$ cat src/rtl/pwr_pkg.sv
// Shared types and defaults for the PWR domain stop handshake responder.
package pwr_pkg;

    typedef enum logic [2:0] {
        RUN   = 3'd0,
        ISO   = 3'd1,
        OFF   = 3'd2,
        ON    = 3'd3,
        DEISO = 3'd4,
        WKUP  = 3'd5
    } pwr_dom_st_e;

    localparam int unsigned ISO_CYC_DEF = 4;
    localparam int unsigned PUP_CYC_DEF = 16;
    localparam int unsigned CW_DEF      = 5;

    // Isolation stays on from ISO entry until DEISO entry.
    function automatic logic is_iso_state(input pwr_dom_st_e st);
        return (st == ISO) || (st == OFF) || (st == ON);
    endfunction

endpackage

$ cat src/rtl/pwr_dom_fsm.sv
// One power domain: stop/wake sequencer, shared delay counter and sticky standby flag.
module pwr_dom_fsm
    import pwr_pkg::*;
#(
    parameter int unsigned ISO_CYC = ISO_CYC_DEF,
    parameter int unsigned PUP_CYC = PUP_CYC_DEF,
    parameter int unsigned CW      = CW_DEF
) (
    input  logic        clk_i,
    input  logic        rst_i,
    input  logic        req_i,
    input  logic        wake_i,
    input  logic        entry_gate_i,
    input  logic        exit_gate_i,
    input  logic        pwr_ok_i,
    input  logic        sbf_clr_i,
    output pwr_dom_st_e state_o,
    output logic        wkup_o,
    output logic        iso_en_o,
    output logic        pwr_off_o,
    output logic        sbf_o
);

    localparam logic [CW-1:0] ISO_LD = CW'(ISO_CYC - 1);
    localparam logic [CW-1:0] PUP_LD = CW'(PUP_CYC - 1);

    pwr_dom_st_e   state_q, state_d;
    logic [CW-1:0] cnt_q, cnt_d;
    logic [CW-1:0] cnt_dec;
    logic          pend_q, pend_d;
    logic          sbf_q, sbf_d;
    logic          wkup_q, wkup_d;
    logic          iso_q, iso_d;
    logic          off_q, off_d;

    assign cnt_dec = (cnt_q == {CW{1'b0}}) ? {CW{1'b0}} : cnt_q - CW'(1);

    // Next state, counter, pending wake and sticky flag; outputs decoded from next state.
    always_comb begin
        state_d = state_q;
        cnt_d   = cnt_q;
        pend_d  = pend_q;
        case (state_q)
            RUN: begin
                if (req_i && entry_gate_i) begin
                    state_d = ISO;
                    cnt_d   = ISO_LD;
                end else begin
                    cnt_d   = {CW{1'b0}};
                end
            end
            ISO: begin
                if (wake_i || !req_i) begin
                    state_d = DEISO;
                    cnt_d   = ISO_LD;
                end else if (cnt_q == {CW{1'b0}}) begin
                    state_d = OFF;
                end else begin
                    cnt_d   = cnt_dec;
                end
            end
            OFF: begin
                // A wake that arrives while the exit gate is closed is remembered until it opens.
                if (exit_gate_i && (wake_i || pend_q || !req_i)) begin
                    state_d = ON;
                    cnt_d   = PUP_LD;
                    pend_d  = 1'b0;
                end else if (wake_i) begin
                    pend_d  = 1'b1;
                end else begin
                    pend_d  = pend_q;
                end
            end
            ON: begin
                if (cnt_q != {CW{1'b0}}) begin
                    cnt_d   = cnt_dec;
                end else if (pwr_ok_i) begin
                    state_d = DEISO;
                    cnt_d   = ISO_LD;
                end else begin
                    cnt_d   = {CW{1'b0}};
                end
            end
            DEISO: begin
                if (cnt_q == {CW{1'b0}}) begin
                    state_d = WKUP;
                end else begin
                    cnt_d   = cnt_dec;
                end
            end
            WKUP: begin
                if (!req_i) begin
                    state_d = RUN;
                end else begin
                    state_d = WKUP;
                end
            end
            default: begin
                state_d = RUN;
                cnt_d   = {CW{1'b0}};
                pend_d  = 1'b0;
            end
        endcase

        // Setting on OFF entry takes priority over a coincident clear.
        if ((state_d == OFF) && (state_q != OFF)) begin
            sbf_d = 1'b1;
        end else if (sbf_clr_i) begin
            sbf_d = 1'b0;
        end else begin
            sbf_d = sbf_q;
        end

        iso_d  = is_iso_state(state_d);
        off_d  = (state_d == OFF);
        wkup_d = (state_d == WKUP);
    end

    // State, counter, flags and registered outputs.
    always_ff @(posedge clk_i or posedge rst_i) begin
        if (rst_i) begin
            state_q <= RUN;
            cnt_q   <= {CW{1'b0}};
            pend_q  <= 1'b0;
            sbf_q   <= 1'b0;
            wkup_q  <= 1'b0;
            iso_q   <= 1'b0;
            off_q   <= 1'b0;
        end else begin
            state_q <= state_d;
            cnt_q   <= cnt_d;
            pend_q  <= pend_d;
            sbf_q   <= sbf_d;
            wkup_q  <= wkup_d;
            iso_q   <= iso_d;
            off_q   <= off_d;
        end
    end

    assign state_o   = state_q;
    assign wkup_o    = wkup_q;
    assign iso_en_o  = iso_q;
    assign pwr_off_o = off_q;
    assign sbf_o     = sbf_q;

endmodule

$ cat src/rtl/pwr_dstop_ctrl.sv
// PWR-side responder for the RCC D1/D2/D3 stop handshake: three domain sequencers plus
// the cross-domain wake and ordering gates (D3 goes down last and comes up first).
module pwr_dstop_ctrl
    import pwr_pkg::*;
#(
    parameter int unsigned ISO_CYC = ISO_CYC_DEF,
    parameter int unsigned PUP_CYC = PUP_CYC_DEF,
    parameter int unsigned CW      = CW_DEF
) (
    input  logic sys_clk,
    input  logic sys_rst,
    input  logic rcc_pwr_d1_req,
    input  logic rcc_pwr_d2_req,
    input  logic rcc_pwr_d3_req,
    input  logic d1_wkup_src,
    input  logic d2_wkup_src,
    input  logic d3_wkup_src,
    input  logic d1_pwr_ok,
    input  logic d2_pwr_ok,
    input  logic d3_pwr_ok,
    input  logic sbf_clr,
    output logic pwr_d1_wkup,
    output logic pwr_d2_wkup,
    output logic pwr_d3_wkup,
    output logic d1_iso_en,
    output logic d2_iso_en,
    output logic d3_iso_en,
    output logic d1_pwr_off,
    output logic d2_pwr_off,
    output logic d3_pwr_off,
    output logic d1_sbf,
    output logic d2_sbf,
    output logic d3_sbf
);

    pwr_dom_st_e d1_st_s, d2_st_s, d3_st_s;
    logic        d3_wake_s;
    logic        d3_entry_gate_s;
    logic        d12_exit_gate_s;

    assign d3_wake_s       = d1_wkup_src | d2_wkup_src | d3_wkup_src;
    assign d3_entry_gate_s = (d1_st_s == OFF) && (d2_st_s == OFF);
    assign d12_exit_gate_s = (d3_st_s == RUN);

    pwr_dom_fsm #(.ISO_CYC(ISO_CYC), .PUP_CYC(PUP_CYC), .CW(CW)) u_d1 (
        .clk_i        (sys_clk),
        .rst_i        (sys_rst),
        .req_i        (rcc_pwr_d1_req),
        .wake_i       (d1_wkup_src),
        .entry_gate_i (1'b1),
        .exit_gate_i  (d12_exit_gate_s),
        .pwr_ok_i     (d1_pwr_ok),
        .sbf_clr_i    (sbf_clr),
        .state_o      (d1_st_s),
        .wkup_o       (pwr_d1_wkup),
        .iso_en_o     (d1_iso_en),
        .pwr_off_o    (d1_pwr_off),
        .sbf_o        (d1_sbf)
    );

    pwr_dom_fsm #(.ISO_CYC(ISO_CYC), .PUP_CYC(PUP_CYC), .CW(CW)) u_d2 (
        .clk_i        (sys_clk),
        .rst_i        (sys_rst),
        .req_i        (rcc_pwr_d2_req),
        .wake_i       (d2_wkup_src),
        .entry_gate_i (1'b1),
        .exit_gate_i  (d12_exit_gate_s),
        .pwr_ok_i     (d2_pwr_ok),
        .sbf_clr_i    (sbf_clr),
        .state_o      (d2_st_s),
        .wkup_o       (pwr_d2_wkup),
        .iso_en_o     (d2_iso_en),
        .pwr_off_o    (d2_pwr_off),
        .sbf_o        (d2_sbf)
    );

    pwr_dom_fsm #(.ISO_CYC(ISO_CYC), .PUP_CYC(PUP_CYC), .CW(CW)) u_d3 (
        .clk_i        (sys_clk),
        .rst_i        (sys_rst),
        .req_i        (rcc_pwr_d3_req),
        .wake_i       (d3_wake_s),
        .entry_gate_i (d3_entry_gate_s),
        .exit_gate_i  (1'b1),
        .pwr_ok_i     (d3_pwr_ok),
        .sbf_clr_i    (sbf_clr),
        .state_o      (d3_st_s),
        .wkup_o       (pwr_d3_wkup),
        .iso_en_o     (d3_iso_en),
        .pwr_off_o    (d3_pwr_off),
        .sbf_o        (d3_sbf)
    );

endmodule

$ cat config.mk
export PLATFORM = sky130hd
export DESIGN_NAME = pwr_dstop_ctrl
export DESIGN_NICKNAME = d
export VERILOG_FILES = /design/src/rtl/pwr_pkg.sv /design/src/rtl/pwr_dom_fsm.sv /design/src/rtl/pwr_dstop_ctrl.sv
export SDC_FILE = /design/constraint.sdc
export NUM_CORES = 1
export LEC_CHECK = 0
export CAP_MARGIN = 10
export CORE_ASPECT_RATIO = 1.1
export CORE_MARGIN = 1.5
export CORE_UTILIZATION = 52
export DETAILED_ROUTE_END_ITERATION = 6
export PLACE_DENSITY = 0.72
export SYNTH_ARGS = -nofsm -noshare
export SYNTH_HDL_FRONTEND = slang
export SYNTH_SLANG_ARGS = --single-unit
export TNS_END_PERCENT = 30
$ cat constraint.sdc
create_clock -name sys_clk -period 1.9 [get_ports sys_clk]
set_input_delay 0.38 -clock sys_clk [delete_from_list [all_inputs] [get_ports sys_clk]]
set_output_delay 0.38 -clock sys_clk [all_outputs]
set_load 0.005 [all_outputs]
==> summary by stage <==
Layout
Summing all multi-input logic gate instances after layout gives 1590 um2. At the end of the flow, the number of nets in the layout was 407. The repair_antennas step left the layout with diodes totalling 0. For this run, the share of the core covered by cells in the final layout is 71.1%. Counting the fill cells in the layout gives around 410. The post-layout instance count excluding filler cells is 448. The area added between synthesis and finish is 33.1%. The post-route cell area is between 3000 and 4000 um2. The total area of sequential cells is between 900 and 1000 um2. Cells with a size suffix above 1 make up 23.8% of the layout.

Power
In this run the static leakage power is between 1.5 and 2 nW. For this design the ratio of total power to cell area is 1600 nW/um2. IR analysis of the VDD net gives a maximum drop of 0.843 mV.

Global routing
The first global-routing pass estimated about 12 mm of wire. The via count of the first global-routing pass came to 2,642. Entering global routing, the biggest net connects 40 pins. The total track usage is 26.3%.

After global routing the overflow that remains totals 0. The number of antenna violations at the first check in global routing is 0.

STA
Setup violations remaining at the end of the flow were counted as 3. In this run the tightest slew margin relative to its limit is between 70% and 80%. Dividing the final minimum period by the clock period gives 103%. The final-report max-slew violation count was 0. Across all setup checks in the final design, the least slack found is -0.0600 ns.

Final hold analysis gives a worst-case slack of between 0.4 and 0.5 ns. Setup repair after global routing could not meet its margin everywhere. At the pin with the least slew margin, the transition time is 0.401 ns. The hold violation total from the final report came to 0. The achievable frequency is 510 MHz. The final worst clock skew is between 0.003 and 0.004 ns. The smallest clock period supported by the final layout is computed as 1.96 ns.

Outcome
The flow ran to the end, but the final reports show violations. The checks that failed: negative setup slack.

CTS
The clock-pin slew of the registers on the worst-case setup and hold paths is 0.08 ns. Hold repair after CTS inserted 0 buffers. The sink count of the clock tree is 39. TritonCTS built the clock tree. The clock network latency to the later pin of the worst-skew pair is 0.29 ns. The clock passes through at most 2 buffers. Clock tree synthesis inserted a total of 5 buffers.

The number of H-tree levels is 2. The clock root buffer master is sky130_fd_sc_hd__clkbuf_8.

Synth
Synthesis handed over a netlist of 319 instances. In the synthesized netlist, the cells that appear most often are sky130_fd_sc_hd__dfrtp_1 (39), sky130_fd_sc_hd__o21ai_0 (37), sky130_fd_sc_hd__nor2_1 (32). Summing the areas of all xor and xnor instances in the mapped netlist gives less than 1% of the synthesized area. After synthesis the netlist holds a flip-flop and latch count of 39.

Sorting the synthesized cells by area gives the leading types as sky130_fd_sc_hd__dfrtp_1 (37%), sky130_fd_sc_hd__o21ai_0 (7.0%), sky130_fd_sc_hd__nor2_1 (4.5%). The mean area per synthesized cell is just over 8 um2. The most frequently used flop master after synthesis is sky130_fd_sc_hd__dfrtp_1.

After synthesis, the share of flip-flops with an asynchronous set or reset is between 90% and 100%. In this run the cell area of the synthesized design comes to about 2700 um2. The leading area contributor after synthesis is sky130_fd_sc_hd__dfrtp_1. The number of synthesized flops with an enable pin is 0. The area share of and/or/nand/nor cells after synthesis is roughly a quarter. The Yosys step of the flow raised 0 warnings. The synthesized netlist devotes under 10% of its cell area to adder and majority cells. The most common cell in the synthesized netlist is sky130_fd_sc_hd__dfrtp_1.

Summing the sequential cell areas from Yosys gives 36.8% of the chip area. The proportion of netlist area held by the largest area contributor is 36.8%. The multiplexer share of the synthesized area is 0%. The combinational family with the most area after synthesis is compound AO/OA/AOI/OAI gates.

The total nets after synthesis is 337. Yosys mapped the design onto 60 distinct sky130hd cell types. Summing the areas of all compound-gate instances in the mapped netlist gives 28.2% of the synthesized area.

Die
24 I/O pins were placed. The die is 77.9 um tall. The die area is around 5500 um2.

The number of rows in the core area is 27. The die is 71.1 um wide. The area of the core is 4970 um2. For this configuration, the core starts out at a cell density of 53.4%.

Setup path
The data arrival time of the critical path is 2.19 ns. STA classifies the critical path endpoint as a register. STA classifies the critical path startpoint as a register. The largest fanout on the critical path is 3. The worst endpoint required time is around 2.1 ns.

The worst setup path is of the register to register kind.

Run
Max-cap violations in this run came to 0.

Min path
The tightest min-delay check is of the input pin to asynchronous set/reset pin type.

Route
The number of nets with antenna violations after detailed routing is 0. After detailed routing, the number of remaining DRC violations is 0. The number of DRC markers after the initial detailed-route iteration is 213. The average detailed-routed wire length per instance is ~15 um. The number of iterations in the first detailed-routing pass is 7.

The total wire length after detailed routing is 6.80 mm. The vias per cell is about 6. The detailed-route via count is 2,757.

Placed design
The cell count after placement is 437. The congestion estimate from routability-driven global placement came to 0.928. In this run the cell area measured after placement is 3310 um2.

The wire-length estimate of the detail-placed layout is 5.04 mm. The number of I/O port buffers is 23. The setup slack after placement is -0.277 ns.
path summary, 6_finish.rpt:
kind | start | to | slack, ns | depth (start not counted)
setup / recovery | u_d1.cnt_q[0] | u_d1.iso_en_o | -0.06 | 6
hold / removal | sys_rst | u_d1.cnt_q[0] | 0.43 | 3
setup reg to reg | u_d1.cnt_q[0] | u_d1.iso_en_o | -0.06 | 6
hold reg to reg | u_d1.sbf_o | u_d1.sbf_o | 0.51 | 1
max in group asynchronous | sys_rst | u_d3.cnt_q[1] | 1.27 | 3
min in group sys_clk | u_d1.sbf_o | u_d1.sbf_o | 0.51 | 1
sequential cells by signal, summed over array words and instances (netlist names):
register and flops:
u_d1.cnt_q 5, u_d2.cnt_q 5, u_d3.cnt_q 5, u_d1.state_o 3, u_d2.state_o 3, u_d3.state_o 3
u_d1.iso_en_o 1, u_d1.pend_q 1, u_d1.pwr_off_o 1, u_d1.sbf_o 1, u_d1.wkup_o 1, u_d2.iso_en_o 1
u_d2.pend_q 1, u_d2.pwr_off_o 1, u_d2.sbf_o 1, u_d2.wkup_o 1, u_d3.iso_en_o 1, u_d3.pend_q 1
u_d3.pwr_off_o 1, u_d3.sbf_o 1, u_d3.wkup_o 1
placed cells by master, fill, tap and decap left out, types with 3 or more instances in the layout:
cell type and n:
sky130_fd_sc_hd__a21oi_1 14, sky130_fd_sc_hd__nand4_1 4, sky130_fd_sc_hd__nor2b_1 11, sky130_fd_sc_hd__nor4_1 4, sky130_fd_sc_hd__a22oi_1 4, sky130_fd_sc_hd__a31oi_1 6, sky130_fd_sc_hd__nor4b_2 3, sky130_fd_sc_hd__o21ai_0 33
sky130_fd_sc_hd__nor2_1 32, sky130_fd_sc_hd__ha_1 4, sky130_fd_sc_hd__o31a_1 3, sky130_fd_sc_hd__a22o_1 3, sky130_fd_sc_hd__a211oi_1 3, sky130_fd_sc_hd__clkdlybuf4s50_1 23, sky130_fd_sc_hd__nand3_1 10, sky130_fd_sc_hd__o31ai_1 4
sky130_fd_sc_hd__or4b_4 3, sky130_fd_sc_hd__nor3_1 7, sky130_fd_sc_hd__nand4b_1 3, sky130_fd_sc_hd__clkbuf_8 6, sky130_fd_sc_hd__nand2b_1 8, sky130_fd_sc_hd__dfrtp_1 39, sky130_fd_sc_hd__inv_1 18, sky130_fd_sc_hd__nand2_1 20
sky130_fd_sc_hd__inv_2 4, sky130_fd_sc_hd__nor3b_1 3, sky130_fd_sc_hd__buf_4 57, sky130_fd_sc_hd__o211ai_1 3
what timing repair did:
item                       CTS  global route
setup endpoints to repair   10            17
pin swaps                    2             3
gates resized for setup      7            16
setup buffers                3             0
critical path, cell delays in order (launching register included):
cell	delay, ns
sky130_fd_sc_hd__dfrtp_1	0.40
sky130_fd_sc_hd__inv_2	0.09
sky130_fd_sc_hd__ha_4	0.13
sky130_fd_sc_hd__or4b_4	0.50
sky130_fd_sc_hd__or4_4	0.48
sky130_fd_sc_hd__a21oi_4	0.15
sky130_fd_sc_hd__o21ba_1	0.16
routing by layer:
layer / GRT usage (%) / wire, um / up-vias
li1: - / - / 1323
met1: 33.5 / 2910 / 1318
met2: 45.5 / 3480 / 97
met3: 3.64 / 272 / 19
met4: 8.87 / 140 / 0
met5: 0 / 0 / -
through the flow:
step | TNS [ns] | total power, mW
floorplan | 0 | 3.36
global placement | -1.41 | 4.52
detailed placement | -2.52 | 4.60
CTS | -0.156 | 5.49
global route | -0.417 | 6.09
finish | -0.0681 | 5.63
area by class of cell:
class,instances,area share (%)
clock inverter,2,1.10
inverter,22,2.34
tap,58,2.06
multi-input combinational,239,45.0
timing repair buffer,82,19.5
sequential,39,27.6
clock buffer,6,2.34
cell families (layout without fill, tap and decap cells):
| group | Yosys count | in the layout |
|---|---|---|
| simple gates | 120 | 120 |
| compound gates | 111 | 111 |
| buf+inv | 41 | 112 |
| flops | 39 | 39 |
| fa+ha+maj | 6 | 6 |
| xor+xnor | 2 | 2 |
where the power goes:
| group | switching [mW] | internal (mW) |
|---|---|---|
| clock | 0.312 | 0.432 |
| sequential | 0.190 | 1.12 |
| combinational | 1.82 | 1.77 |
| total | 2.32 | 3.31 |
Power figures use the tool's default switching activity.
==> edit 1 (config.mk and constraints unchanged) <==
The 6 values of `pwr_dom_st_e` get a one-hot encoding in 6 bits.
--- a/src/rtl/pwr_pkg.sv
+++ b/src/rtl/pwr_pkg.sv
@@ -2,11 +2,11 @@
 package pwr_pkg;
 
-    typedef enum logic [2:0] {
-        RUN   = 3'd0,
-        ISO   = 3'd1,
-        OFF   = 3'd2,
-        ON    = 3'd3,
-        DEISO = 3'd4,
-        WKUP  = 3'd5
+    typedef enum logic [5:0] {
+        RUN   = 6'b000001,
+        ISO   = 6'b000010,
+        OFF   = 6'b000100,
+        ON    = 6'b001000,
+        DEISO = 6'b010000,
+        WKUP  = 6'b100000
     } pwr_dom_st_e;
 
Formal check against the unedited RTL: same outputs for any inputs over 4 cycles, from zero or initial values and one cycle with sys_rst high; so few cycles prove little.
==> edit 1 against the unedited design <==
Synthesized area is 19% higher; die area is 18% higher; non-clock buffer count is 11 higher; worst setup slack better by 0.068 ns; clock power is 1% lower; total power is 18% lower; final cell count is 17% higher; count of clock-buffer cells in the layout stayed put; sequential cell count is 9 higher; cell area is 20% higher; maximum frequency is 3.6% higher; routed wire length is 24% higher.
==> edit 1: results (changes against the unedited design) <==
metric;value;unit;change
status;finished, final reports clean;;was complete, but fails checks
dpl.cell_count;511;;was 437
comb_cell_power;2480;uW;was 3580 uW
drt_wl_total;8440;um;was 6800 um
hpwl;6120;um;was 5040 um
ir_worst_vdd;0.677;mV;was 0.843 mV
synthTopCellsByCount;dfrtp_1 (45), nand2_1 (34), o21ai_0 (29);;was dfrtp_1 (39), o21ai_0 (37), nor2_1 (32)
first_pass_iters;5;;was 7
timing.hold.ws;0.430;ns;was 0.433 ns
syn_nets;379;;was 337
synth-compound-area-share;0.221;;was 0.282
crit_path_max_incr_delay;0.60;ns;was 0.50 ns
drive_above_1_share;0.272;;was 0.238
place.gp.congestion;0.906;;was 0.928
inverters_excl_clock;19;;was 22
final-clk-cell-share;0.0253;;was 0.0344
gr-usage-met2;0.455;;about the same
ff_latch_area;1210;um2;was 976 um2
clock_sinks;48;;was 39
setup_ws;0.00774;ns;was -0.0600 ns
worst_pin_slew;0.502;ns;was 0.401 ns
fill_cells;424;;was 408
gr-usage-met3;0.0304;;was 0.0364
first_global_vias;3017;;was 2642
crit_path_top_delay_cell;or4_4;;was or4b_4
route.met2.wl;4270;um;was 3480 um
fin_total_pwr;4620;uW;was 5630 uW
grt_max_degree;49;;was 40
synth-xor-area-share;0.0306;;was 0.00660
multi_input_area_share;0.469;;was 0.450
-- edit 1: cell count changes after synthesis, moves of 7 or more --
cell / change
nor2_1: -10
o21ai_0: -8
clkbuf_1: -7
nand2_1: +14
xor2_1: +8
-- edit 1: kinds of logic after synthesis --
kind of cell	count (synthesis)
and+or+nand+nor	157
AOI/OAI and AO/OA	103
xor gates and xnor gates	11
DFF	48
buffers and inverters	36
adders and majority gates	6
-- edit 1: worst max-delay path by stage --
stage,depth (start not counted),endpoint
after floorplan,6,u_d1.cnt_q[1]$_DFFE_PP0P_
after CTS,6,u_d1.cnt_q[0]$_DFFE_PP0P_
after global routing,5,u_d3.cnt_q[0]$_DFFE_PP0P_
after global placement,6,u_d3.cnt_q[0]$_DFFE_PP0P_
final,5,u_d3.cnt_q[0]$_DFFE_PP0P_
after detailed placement,6,u_d3.cnt_q[0]$_DFFE_PP0P_
-- edit 1: what timing repair did --
action	CTS	global route
setup buffers	0	3
pin swaps	3	5
gates cloned	0	0
setup endpoints to repair	15	19
gates resized for setup	11	33
==> edit 2 (config.mk and constraints unchanged) <==
Made on the original files. `CW_DEF`: 5 -> 6.
--- a/src/rtl/pwr_pkg.sv
+++ b/src/rtl/pwr_pkg.sv
@@ -13,5 +13,5 @@
     localparam int unsigned ISO_CYC_DEF = 4;
     localparam int unsigned PUP_CYC_DEF = 16;
-    localparam int unsigned CW_DEF      = 5;
+    localparam int unsigned CW_DEF      = 6;
 
     // Isolation stays on from ISO entry until DEISO entry.
Function: no difference found for any inputs over 10 cycles, from zero or initial values and one cycle with sys_rst high; that may be too few to reach the edited logic, so the function may still have changed.
==> edit 2 against the unedited design <==
Clock power down 25%; routed wire length increased by 8.0%; global-route usage fell by 0.38 points; sequential cell count is 3 higher; worst setup slack gained 0.050 ns; synthesized area increased by 2.9%; the flow still finishes with violations (negative setup slack); total power increased by 2.3%; cell area is 3.2% higher; sequential share of layout area increased by 1.2 points; core utilization rose by 1.3 points; clock skew fell by 0.00067 ns; sequential power is 17% higher.
==> edit 2: results (changes against the unedited design) <==
metric;value;unit;change
status;complete, but fails checks;;unchanged
violations;negative setup slack;;unchanged
hold_path.class;in -> async;;unchanged
hpwl;5080;um;was 5040 um
vias;2730;;was 2757
placed_cell_area;3360;um2;was 3310 um2
syn-mean-instance-area;8.87;um2;was 8.32 um2
yosys_warnings;0;;unchanged
gr-usage-met1;0.341;;was 0.335
fin_worst_skew;0.00241;ns;was 0.00308 ns
nets;401;;was 407
fill_cells;409;;was 408
grt_use_total;0.259;;was 0.263
path_clk_slew;0.08;ns;about the same
place.gp.congestion;0.906;;was 0.928
slew_headroom;0.734;;was 0.730
clkLatencyLatePin;0.29;ns;about the same
setup_ws;-0.0100;ns;was -0.0600 ns
ir_worst_vdd;0.931;mV;was 0.843 mV
synthTopCellsByCount;dfrtp_1 (42), inv_1 (24), nor2_1 (23), o21ai_0 (23), a21oi_1 (14);;was dfrtp_1 (39), o21ai_0 (37), nor2_1 (32)
h-tree-depth;2;;unchanged
dpl.cell_count;426;;was 437
synth_area_leaders;dfrtp_1 (38%), o21ai_0 (4.2%), inv_1 (3.3%);;was dfrtp_1 (37%), o21ai_0 (7.0%), nor2_1 (4.5%)
crit_arrival;2.09;ns;was 2.19 ns
yosysUniqueCellTypes;71;;was 60
first_pass_iters;5;;was 7
gr-usage-met3;0.0457;;was 0.0364
clock_path_buffers;2;;unchanged
gr-usage-met2;0.418;;was 0.455
drtIter0Drc;209;;was 213
place_ws;-0.319;ns;was -0.277 ns
grt_pass1_wl;11600;um;was 11800 um
grt_max_degree;43;;was 40
power_leakage;0.00164;uW;was 0.00157 uW
insertedDiodeCount;0;;unchanged
layoutNonFillerInstCount;441;;was 448
crit_path_max_fanout;7;;was 3
yosysTopAreaCellShare;0.385;;was 0.368
setup_tns;-0.0156;ns;was -0.0681 ns
async_reset_ff_frac;1.00;;unchanged
numPortBuffers;23;;unchanged
drive_above_1_share;0.264;;was 0.238
ys_seq_area_frac;0.385;;was 0.368
drt_wl_total;7350;um;was 6800 um
first_global_vias;2586;;was 2642
cts-root-buf;clkbuf_8;;unchanged
antenna_found_initial;0;;unchanged
syn_nets;326;;was 337
setup_viol;2;;was 3
numCtsBuffers;5;;unchanged
top_regs;u_d1.cnt_q: 6 flops, u_d2.cnt_q: 6 flops, u_d3.cnt_q: 6 flops;;was u_d1.cnt_q: 5 flops, u_d2.cnt_q: 5 flops, u_d3.cnt_q: 5 flops
## edit 2: cells by family after synthesis
kind of cell	after synthesis	share of synthesized area
compound gates	112	0.295
xor+xnor	2	0.00641
fa+ha+maj	9	0.0385
buf+inv	39	0.0582
flops	42	0.385
simple gates	104	0.217
## edit 2: path summary, 6_finish.rpt
| path | startpoint | to | slack, ns | depth (start not counted) |
|---|---|---|---|---|
| setup reg to reg | u_d1.cnt_q[0]$_DFFE_PP0P_ | u_d1.cnt_q[4]$_DFFE_PP0P_ | -0.01 | 8 |
| hold reg to reg | u_d2.cnt_q[4]$_DFFE_PP0P_ | u_d2.cnt_q[4]$_DFFE_PP0P_ | 0.50 | 1 |
| min in group sys_clk | u_d2.cnt_q[4]$_DFFE_PP0P_ | u_d2.cnt_q[4]$_DFFE_PP0P_ | 0.50 | 1 |
| hold / removal | sys_rst | u_d1.cnt_q[5]$_DFFE_PP0P_ | 0.42 | 3 |
| max in group asynchronous | sys_rst | u_d3.state_o[1]$_DFF_PP0_ | 1.25 | 3 |
| setup / recovery | u_d1.cnt_q[0]$_DFFE_PP0P_ | u_d1.cnt_q[4]$_DFFE_PP0P_ | -0.01 | 8 |
## edit 2: cell type report
cell class,count,area share
clock buffer,5,0.0189
clock inverter,2,0.00275
inverter,25,0.0258
multi-input combinational,227,0.452
sequential,42,0.289
tap,58,0.0199
timing repair buffer,82,0.192
## edit 2: metal layers
metal,vias to the layer above,part of all wire
met4,0,0.023
met1,1301,0.44
met5,-,0
met3,17,0.039
met2,100,0.50
li1,1312,-
## edit 2: worst max-delay path, stage by stage (launching register included)
cell	delay, ns
dfrtp_1	0.39
inv_2	0.08
ha_4	0.13
or3b_4	0.39
nor3_4	0.18
buf_6	0.14
a21oi_4	0.05
and3_1	0.18
a221o_1	0.25
## edit 2: report_power, final
part,internal [uW],total (uW),leakage (uW),switching [uW]
clock,247,557,0.0000438,309
sequential,1190,1530,0.000544,344
combinational,1860,3680,0.00105,1810
## edit 2: stage by stage
step           hold WS, ns  utilization  total power (uW)
5_1_grt              0.447        0.724              6190
3_3_place_gp         0.472        0.668              4620
2_1_floorplan        0.451            -              3450
3_5_place_dp         0.485        0.668              4710
4_1_cts              0.444        0.697              5470
6_report             0.417        0.724              5760
## edit 2: what timing repair did
| item | CTS | global route |
|---|---|---|
| resized for setup | 10 | 27 |
| cloned | 0 | 0 |
| pin swaps | 4 | 13 |
| endpoints found under the hold margin | 0 | 0 |
| setup buffers | 4 | 4 |
| endpoints found under the setup margin | 10 | 28 |
| hold buffers | 0 | 0 |
